### config.mk
export PLATFORM = sky130hd
export DESIGN_NAME = pll_reset_sequencer_flat
export DESIGN_NICKNAME = d
export VERILOG_FILES = /design/src/rtl/pll_seq_pkg.sv /design/src/rtl/pll_reset_sequencer_if.sv /design/src/rtl/sync_ff_chain.sv /design/src/rtl/pll_reset_sequencer.sv /design/src/flat_wrapper.sv
export SDC_FILE = /design/constraint.sdc
export NUM_CORES = 1
export LEC_CHECK = 0
export CORE_MARGIN = 2
export CORE_UTILIZATION = 60
export CTS_BUF_LIST = sky130_fd_sc_hd__clkbuf_8
export CTS_CLUSTER_DIAMETER = 150
export DETAILED_ROUTE_END_ITERATION = 7
export PLACE_DENSITY = 0.86
export SYNTH_ARGS = -nofsm -noshare
export SYNTH_HDL_FRONTEND = slang
export SYNTH_HIERARCHICAL = 1
export SYNTH_SLANG_ARGS = --single-unit
### constraint.sdc
create_clock -name global_clock -period 2.87 [get_ports global_clock]
set_input_delay 0.574 -clock global_clock [delete_from_list [all_inputs] [get_ports global_clock]]
set_output_delay 0.574 -clock global_clock [all_outputs]
set_load 0.005 [all_outputs]
### src/rtl/pll_seq_pkg.sv
// Shared definitions for the PLL reset sequencer: FSM state encoding,
// the default 48 MHz hold-off length and a counter-width helper.
package pll_seq_pkg;

    // 100 us of stable lock at 48 MHz before the system reset is released.
    localparam int HOLDOFF_CYCLES_48MHZ = 4800;

    // Default depth of the lock-flag synchroniser.
    localparam int SYNC_STAGES_DEFAULT = 2;

    typedef enum logic [1:0] {
        WAIT_LOCK = 2'd0,
        HOLDOFF   = 2'd1,
        RUN       = 2'd2
    } pll_state_t;

    // Width needed for a counter that holds values 0..n.
    function automatic int cnt_width(input int n);
        return (n < 1) ? 1 : $clog2(n + 1);
    endfunction

endpackage

### src/rtl/pll_reset_sequencer_if.sv
// Signal bundle between the PLL reset sequencer and its environment.
// The slave modport is the sequencer side; the master modport is the
// side that supplies the lock flag and software requests and consumes
// the reset outputs.
interface pll_reset_sequencer_if #(
    parameter int LOSS_CNT_W = 8
);
    import pll_seq_pkg::*;

    // Signalling contract: locked is a level from the PLL, asynchronous to
    // global_clock, and may change at any time. soft_reset_req is a
    // synchronous one-cycle pulse with no acknowledge; it takes effect only
    // when sampled high in RUN with lock held, and is dropped otherwise.
    // sys_reset/ready are complementary registered levels, lost_pulse is a
    // registered one-cycle strobe per lock-loss event, loss_count is a
    // registered saturating count, and dbg_state mirrors the FSM register.
    logic                  locked;
    logic                  soft_reset_req;
    logic                  sys_reset;
    logic                  ready;
    logic                  lost_pulse;
    logic [LOSS_CNT_W-1:0] loss_count;
    pll_state_t            dbg_state;

    modport master (
        output locked,
        output soft_reset_req,
        input  sys_reset,
        input  ready,
        input  lost_pulse,
        input  loss_count,
        input  dbg_state
    );

    modport slave (
        input  locked,
        input  soft_reset_req,
        output sys_reset,
        output ready,
        output lost_pulse,
        output loss_count,
        output dbg_state
    );

endinterface

### src/rtl/sync_ff_chain.sv
// N-stage flop chain bringing an asynchronous flag into the clk domain.
// All stages clear synchronously so a reset also forgets any stale level.
module sync_ff_chain #(
    parameter int STAGES = 2
) (
    input  logic clk,
    input  logic clr,
    input  logic d,
    output logic q
);

    logic [STAGES-1:0] ff_q;

    // Shift the raw flag through the chain; clear drops every stage.
    always_ff @(posedge clk) begin
        if (clr) begin
            ff_q <= '0;
        end else begin
            ff_q <= {ff_q[STAGES-2:0], d};
        end
    end

    assign q = ff_q[STAGES-1];

endmodule

### src/rtl/pll_reset_sequencer.sv
// PLL reset sequencer: synchronises the PLL lock flag, holds the system in
// reset until lock has persisted for HOLDOFF_CYCLES, then releases it.
// Lock loss in RUN re-asserts reset, pulses lost_pulse and bumps a
// saturating loss counter. A soft request re-runs the hold-off in place.
// Optional build macro PLL_LOCK_GLITCH_FILTER_EN: require FILTER_CYCLES
// consecutive low lock samples in RUN before a loss is declared.
module pll_reset_sequencer
    import pll_seq_pkg::*;
#(
    parameter int HOLDOFF_CYCLES = HOLDOFF_CYCLES_48MHZ,
    parameter int SYNC_STAGES    = SYNC_STAGES_DEFAULT,
    parameter int LOSS_CNT_W     = 8,
    parameter int FILTER_CYCLES  = 4
) (
    input  logic                  global_clock,
    input  logic                  reset,
    pll_reset_sequencer_if.slave  bus
);

    localparam int CW = cnt_width(HOLDOFF_CYCLES);

    // Refuse to elaborate with settings the sequencer cannot honour.
    if (HOLDOFF_CYCLES < 1 || SYNC_STAGES < 2 || FILTER_CYCLES < 1 ||
        LOSS_CNT_W < 1) begin : g_param_check
        $error("pll_reset_sequencer: illegal parameter value");
    end

    logic                  lock_s;
    pll_state_t            state_q;
    pll_state_t            state_nxt;
    logic [CW-1:0]         cnt_q;
    logic [CW-1:0]         cnt_nxt;
    logic                  loss_det;
    logic                  loss_evt;
    logic                  sys_reset_q;
    logic                  ready_q;
    logic                  lost_pulse_q;
    logic [LOSS_CNT_W-1:0] loss_count_q;

    sync_ff_chain #(
        .STAGES (SYNC_STAGES)
    ) u_lock_sync (
        .clk (global_clock),
        .clr (reset),
        .d   (bus.locked),
        .q   (lock_s)
    );

`ifdef PLL_LOCK_GLITCH_FILTER_EN
    localparam int FW = cnt_width(FILTER_CYCLES);

    logic [FW-1:0] filt_q;

    // Count consecutive low lock samples in RUN; any high sample or any
    // state change starts the count over.
    always_ff @(posedge global_clock) begin
        if (reset || lock_s || (state_nxt != state_q)) begin
            filt_q <= '0;
        end else if (state_q == RUN) begin
            filt_q <= filt_q + 1'b1;
        end
    end

    assign loss_det = (state_q == RUN) && !lock_s &&
                      (filt_q == FW'(FILTER_CYCLES - 1));
`else
    assign loss_det = (state_q == RUN) && !lock_s;
`endif

    // Next-state and hold-off counter; a loss beats a soft request.
    always_comb begin
        state_nxt = state_q;
        cnt_nxt   = cnt_q;
        loss_evt  = 1'b0;
        unique case (state_q)
            WAIT_LOCK: begin
                if (lock_s) begin
                    state_nxt = HOLDOFF;
                    cnt_nxt   = '0;
                end
            end
            HOLDOFF: begin
                if (!lock_s) begin
                    state_nxt = WAIT_LOCK;
                    cnt_nxt   = '0;
                end else if (cnt_q == CW'(HOLDOFF_CYCLES - 1)) begin
                    state_nxt = RUN;
                    cnt_nxt   = '0;
                end else begin
                    cnt_nxt = cnt_q + 1'b1;
                end
            end
            RUN: begin
                if (loss_det) begin
                    state_nxt = WAIT_LOCK;
                    loss_evt  = 1'b1;
                end else if (bus.soft_reset_req && lock_s) begin
                    state_nxt = HOLDOFF;
                    cnt_nxt   = '0;
                end
            end
            default: begin
                state_nxt = WAIT_LOCK;
                cnt_nxt   = '0;
            end
        endcase
    end

    // State, counter and outputs; outputs follow next-state so they move
    // on the same edge as the state register.
    always_ff @(posedge global_clock) begin
        if (reset) begin
            state_q      <= WAIT_LOCK;
            cnt_q        <= '0;
            sys_reset_q  <= 1'b1;
            ready_q      <= 1'b0;
            lost_pulse_q <= 1'b0;
            loss_count_q <= '0;
        end else begin
            state_q      <= state_nxt;
            cnt_q        <= cnt_nxt;
            sys_reset_q  <= (state_nxt != RUN);
            ready_q      <= (state_nxt == RUN);
            lost_pulse_q <= loss_evt;
            if (loss_evt && (loss_count_q != {LOSS_CNT_W{1'b1}})) begin
                loss_count_q <= loss_count_q + 1'b1;
            end
        end
    end

    assign bus.sys_reset  = sys_reset_q;
    assign bus.ready      = ready_q;
    assign bus.lost_pulse = lost_pulse_q;
    assign bus.loss_count = loss_count_q;
    assign bus.dbg_state  = state_q;

endmodule

### src/flat_wrapper.sv
// flat-port wrapper written by rule: the top's interface ports become plain ports
module pll_reset_sequencer_flat import pll_seq_pkg::*;
#(
    parameter int HOLDOFF_CYCLES = HOLDOFF_CYCLES_48MHZ,
    parameter int SYNC_STAGES    = SYNC_STAGES_DEFAULT,
    parameter int LOSS_CNT_W     = 8,
    parameter int FILTER_CYCLES  = 4
)
  (global_clock, reset, bus_locked, bus_soft_reset_req, bus_sys_reset, bus_ready, bus_lost_pulse, bus_loss_count, bus_dbg_state);
  pll_reset_sequencer_if #(.LOSS_CNT_W(LOSS_CNT_W)) bus_i ();
  input  logic global_clock;
  input  logic reset;
  input wire logic [$bits(bus_i.locked)-1:0] bus_locked;
  input wire logic [$bits(bus_i.soft_reset_req)-1:0] bus_soft_reset_req;
  output wire logic [$bits(bus_i.sys_reset)-1:0] bus_sys_reset;
  output wire logic [$bits(bus_i.ready)-1:0] bus_ready;
  output wire logic [$bits(bus_i.lost_pulse)-1:0] bus_lost_pulse;
  output wire logic [$bits(bus_i.loss_count)-1:0] bus_loss_count;
  output wire logic [$bits(bus_i.dbg_state)-1:0] bus_dbg_state;
  assign bus_i.locked = bus_locked;
  assign bus_i.soft_reset_req = bus_soft_reset_req;
  assign bus_sys_reset = bus_i.sys_reset;
  assign bus_ready = bus_i.ready;
  assign bus_lost_pulse = bus_i.lost_pulse;
  assign bus_loss_count = bus_i.loss_count;
  assign bus_dbg_state = bus_i.dbg_state;
  pll_reset_sequencer #(.HOLDOFF_CYCLES(HOLDOFF_CYCLES), .SYNC_STAGES(SYNC_STAGES), .LOSS_CNT_W(LOSS_CNT_W), .FILTER_CYCLES(FILTER_CYCLES)) u_core (.global_clock(global_clock), .reset(reset), .bus(bus_i));
endmodule
==> flow_summary.yaml <==
outcome:
  status: "finished clean"
routing:
  drtAntennaViolNets: 0
  via_per_inst: 6.03
  dr.first_iter.drc_count: 32
  drc: 0
  vias: 1104
  dr.pass1.iters: 4
  routedWlPerCell_um: 14.7
  wl_um: 2700
setup_path:
  reg2reg_depth: 4
  regToRegSetupSlack_ns: 0.87
  reg2reg_from: "u_core/bus.dbg_state[1]"
  rr_endpoint: "u_core/cnt_q[10]"
  arrival_ns: 2.50
  critPathLaunchType: "primary input"
  path_class: "primary input to flip-flop"
  cp.required_ns: 3.05
  worst_setup_path_end_kind: "flip-flop"
  crit_fanout: 14
worst_hold_path:
  hold_depth: 1
  holdPathEnd: "u_core/u_lock_sync/ff_q[1]"
  hp-class: "flip-flop to flip-flop"
  min-delay-start: "u_core/u_lock_sync/ff_q[0]"
logic_synthesis:
  synth_xor_area_frac: 0.0739
  synth.area.mux_share: 0.0154
  syn_avg_cell_area_um2: 9.31
  synth-edff-count: 0
  synth_seq_cells: 28
  synth_top_cell_by_area: "dfxtp_1"
  synth_cells: 140
  synth-main-ff-cell: "dfxtp_1"
  synth_cell_type_count: 38
  yosys.area_share.adder: 0.0192
  yosys.area_share.simple: 0.302
  ys_async_sr_fraction: 0
  yosysSeqAreaShare: 0.430
  syn_nets: 146
  yosys_warnings: 6
  yosysMostFrequentCell: "dfxtp_1"
  netlist_area_um2: 1300
  synth_top_area_share: 0.430
  synth_compound_area_frac: 0.135
  synth.top_cells.by_area: "dfxtp_1, xnor2_1, a211oi_1"
  synth_top_family_by_area: "simple AND/OR/NAND/NOR gates"
  synthTopCellsByCount: "dfxtp_1, nor2_1, nor3_1"
floorplan:
  start_util: 0.651
  io_pins: 17
  die_h_um: 50.6
  dieArea_um2: 2560
  core_area_um2: 2000
  die_w_um: 50.6
  rows: 16
clock_network:
  cts_sinks: 28
  h-tree-depth: 1
  clockRootBuffer: "clkbuf_8"
  cts_tree: "yes"
  clockBufferDepth: 2
  postCtsSetupBuffers: 0
  numCtsBuffers: 3
  clock_latency_ns: 0.27
  cts.reportedPaths.clkPinSlew_ns: 0.09
  cts_resized: 0
  hold_buffers: 0
final_layout:
  final_core_util: 0.778
  syn_to_final_growth_pct: 19.4
  num_antenna_cells: 0
  drive_gt1_frac: 0.0513
  fin_nets: 163
global_routing:
  antenna_found_initial: 0
  grt_overflow: 0
  track_usage: 0.236
  grt_pass1_wl_um: 4510
  grt_start_max_net_pins: 17
  grt_pass1_vias: 989
power_and_ir_drop:
  power_mw: 0.723
  vdd_ir_drop_max_mv: 0.448
  power_leakage_nw: 0.507
  p_per_area_nw_per_um2: 464
placement:
  dp_hpwl_um: 1880
  gp_congestion: 0.905
  portBuffers: 16
timing:
  drv_slew: 0
  tightest_slew_ns: 0.951
  max_freq_mhz: 432
  period_minus_slack_ns: 2.32
  fin_tns_setup_ns: 0
  setup_violations: 0
  relSlewSlack: 0.366
  rsz0062_at_grt: "no"
  finalCritPeriodShare: 0.807
  fin_skew_ns: 0.00809
  hold_viol_final: 0
job:
  maxCapViolations: 0
## where the power goes
| group | switching [mW] | internal (mW) | total [mW] |
|---|---|---|---|
| clock | 0.116 | 0.187 | 0.303 |
| sequential | 0.00374 | 0.391 | 0.395 |
| combinational | 0.0150 | 0.0102 | 0.0252 |
| total | 0.135 | 0.588 | 0.723 |
## metal layers
layer | wire [µm] | global-route usage | up-vias
met5 | 0 | 0 | -
met4 | 8 | 0.0270 | 0
met3 | 140 | 0.0744 | 2
met2 | 1330 | 0.397 | 31
met1 | 1210 | 0.305 | 510
li1 | - | - | 561
## logic make-up after synthesis
group                    count (synthesis)
adder cells (fa/ha/maj)                  2
AND/OR/NAND/NOR                         63
AO/OA/AOI/OAI                           26
flip-flops                              28
XOR/XNOR                                11
buffers and inverters                    8
multiplexers                             2
## worst max-delay path by stage
stage / start / to / depth (start not counted)
floorplan: u_core/cnt_q[6] / u_core/bus.sys_reset / 4
global placement: bus_soft_reset_req / u_core/cnt_q[2] / 5
detailed placement: bus_soft_reset_req / u_core/cnt_q[10] / 5
CTS: bus_soft_reset_req / u_core/cnt_q[10] / 5
global route: bus_soft_reset_req / u_core/cnt_q[10] / 5
finish: bus_soft_reset_req / u_core/cnt_q[10] / 5
## state kept, by name, summed over array words and instances (netlist names)
register,count
u_core/bus.lost_pulse,1
u_core/cnt_q,13
u_core/bus.dbg_state,2
u_core/bus.sys_reset,1
u_core/bus.ready,1
u_core/u_lock_sync/ff_q,2
u_core/bus.loss_count,8
## final cells by class
type | count | area, µm²
Multi-Input combinational cell | 104 | 712
Sequential cell | 28 | 561
Fill cell | 147 | 445
Timing Repair Buffer | 17 | 168
Clock buffer | 3 | 41.3
Tap cell | 27 | 33.8
Clock inverter | 1 | 30.0
Inverter | 3 | 11.3
## metrics by stage
step	hold WS (ns)	std cells	area [µm²]	setup WS, ns
2_1_floorplan	0.414	140	1300	1.13
3_3_place_gp	0.432	179	1490	0.390
3_5_place_dp	0.434	179	1490	0.299
4_1_cts	0.461	183	1560	0.583
5_1_grt	0.466	183	1560	0.394
6_report	0.457	183	1560	0.553
## placed cells by master, fill, tap and decap left out, types with 3 or more instances in the layout
master,instances
nor3_1,7
clkbuf_8,3
xnor2_1,6
a211oi_1,6
xor2_1,5
inv_1,3
or3_1,5
clkdlybuf4s50_1,16
nand3_1,6
dfxtp_1,28
a21oi_1,3
or4_1,4
o21ai_0,4
o31ai_1,4
nor2_1,9
nand2_1,5
nor3b_1,5
o211ai_1,3
nand4_1,4
## critical path, cell delays in order
cell,delay [ns]
clkdlybuf4s50_1,0.42
nand2b_1,0.16
a21oi_1,0.77
o21ba_2,0.35
a211oi_1,0.23
(Power assumes the default switching activity.)
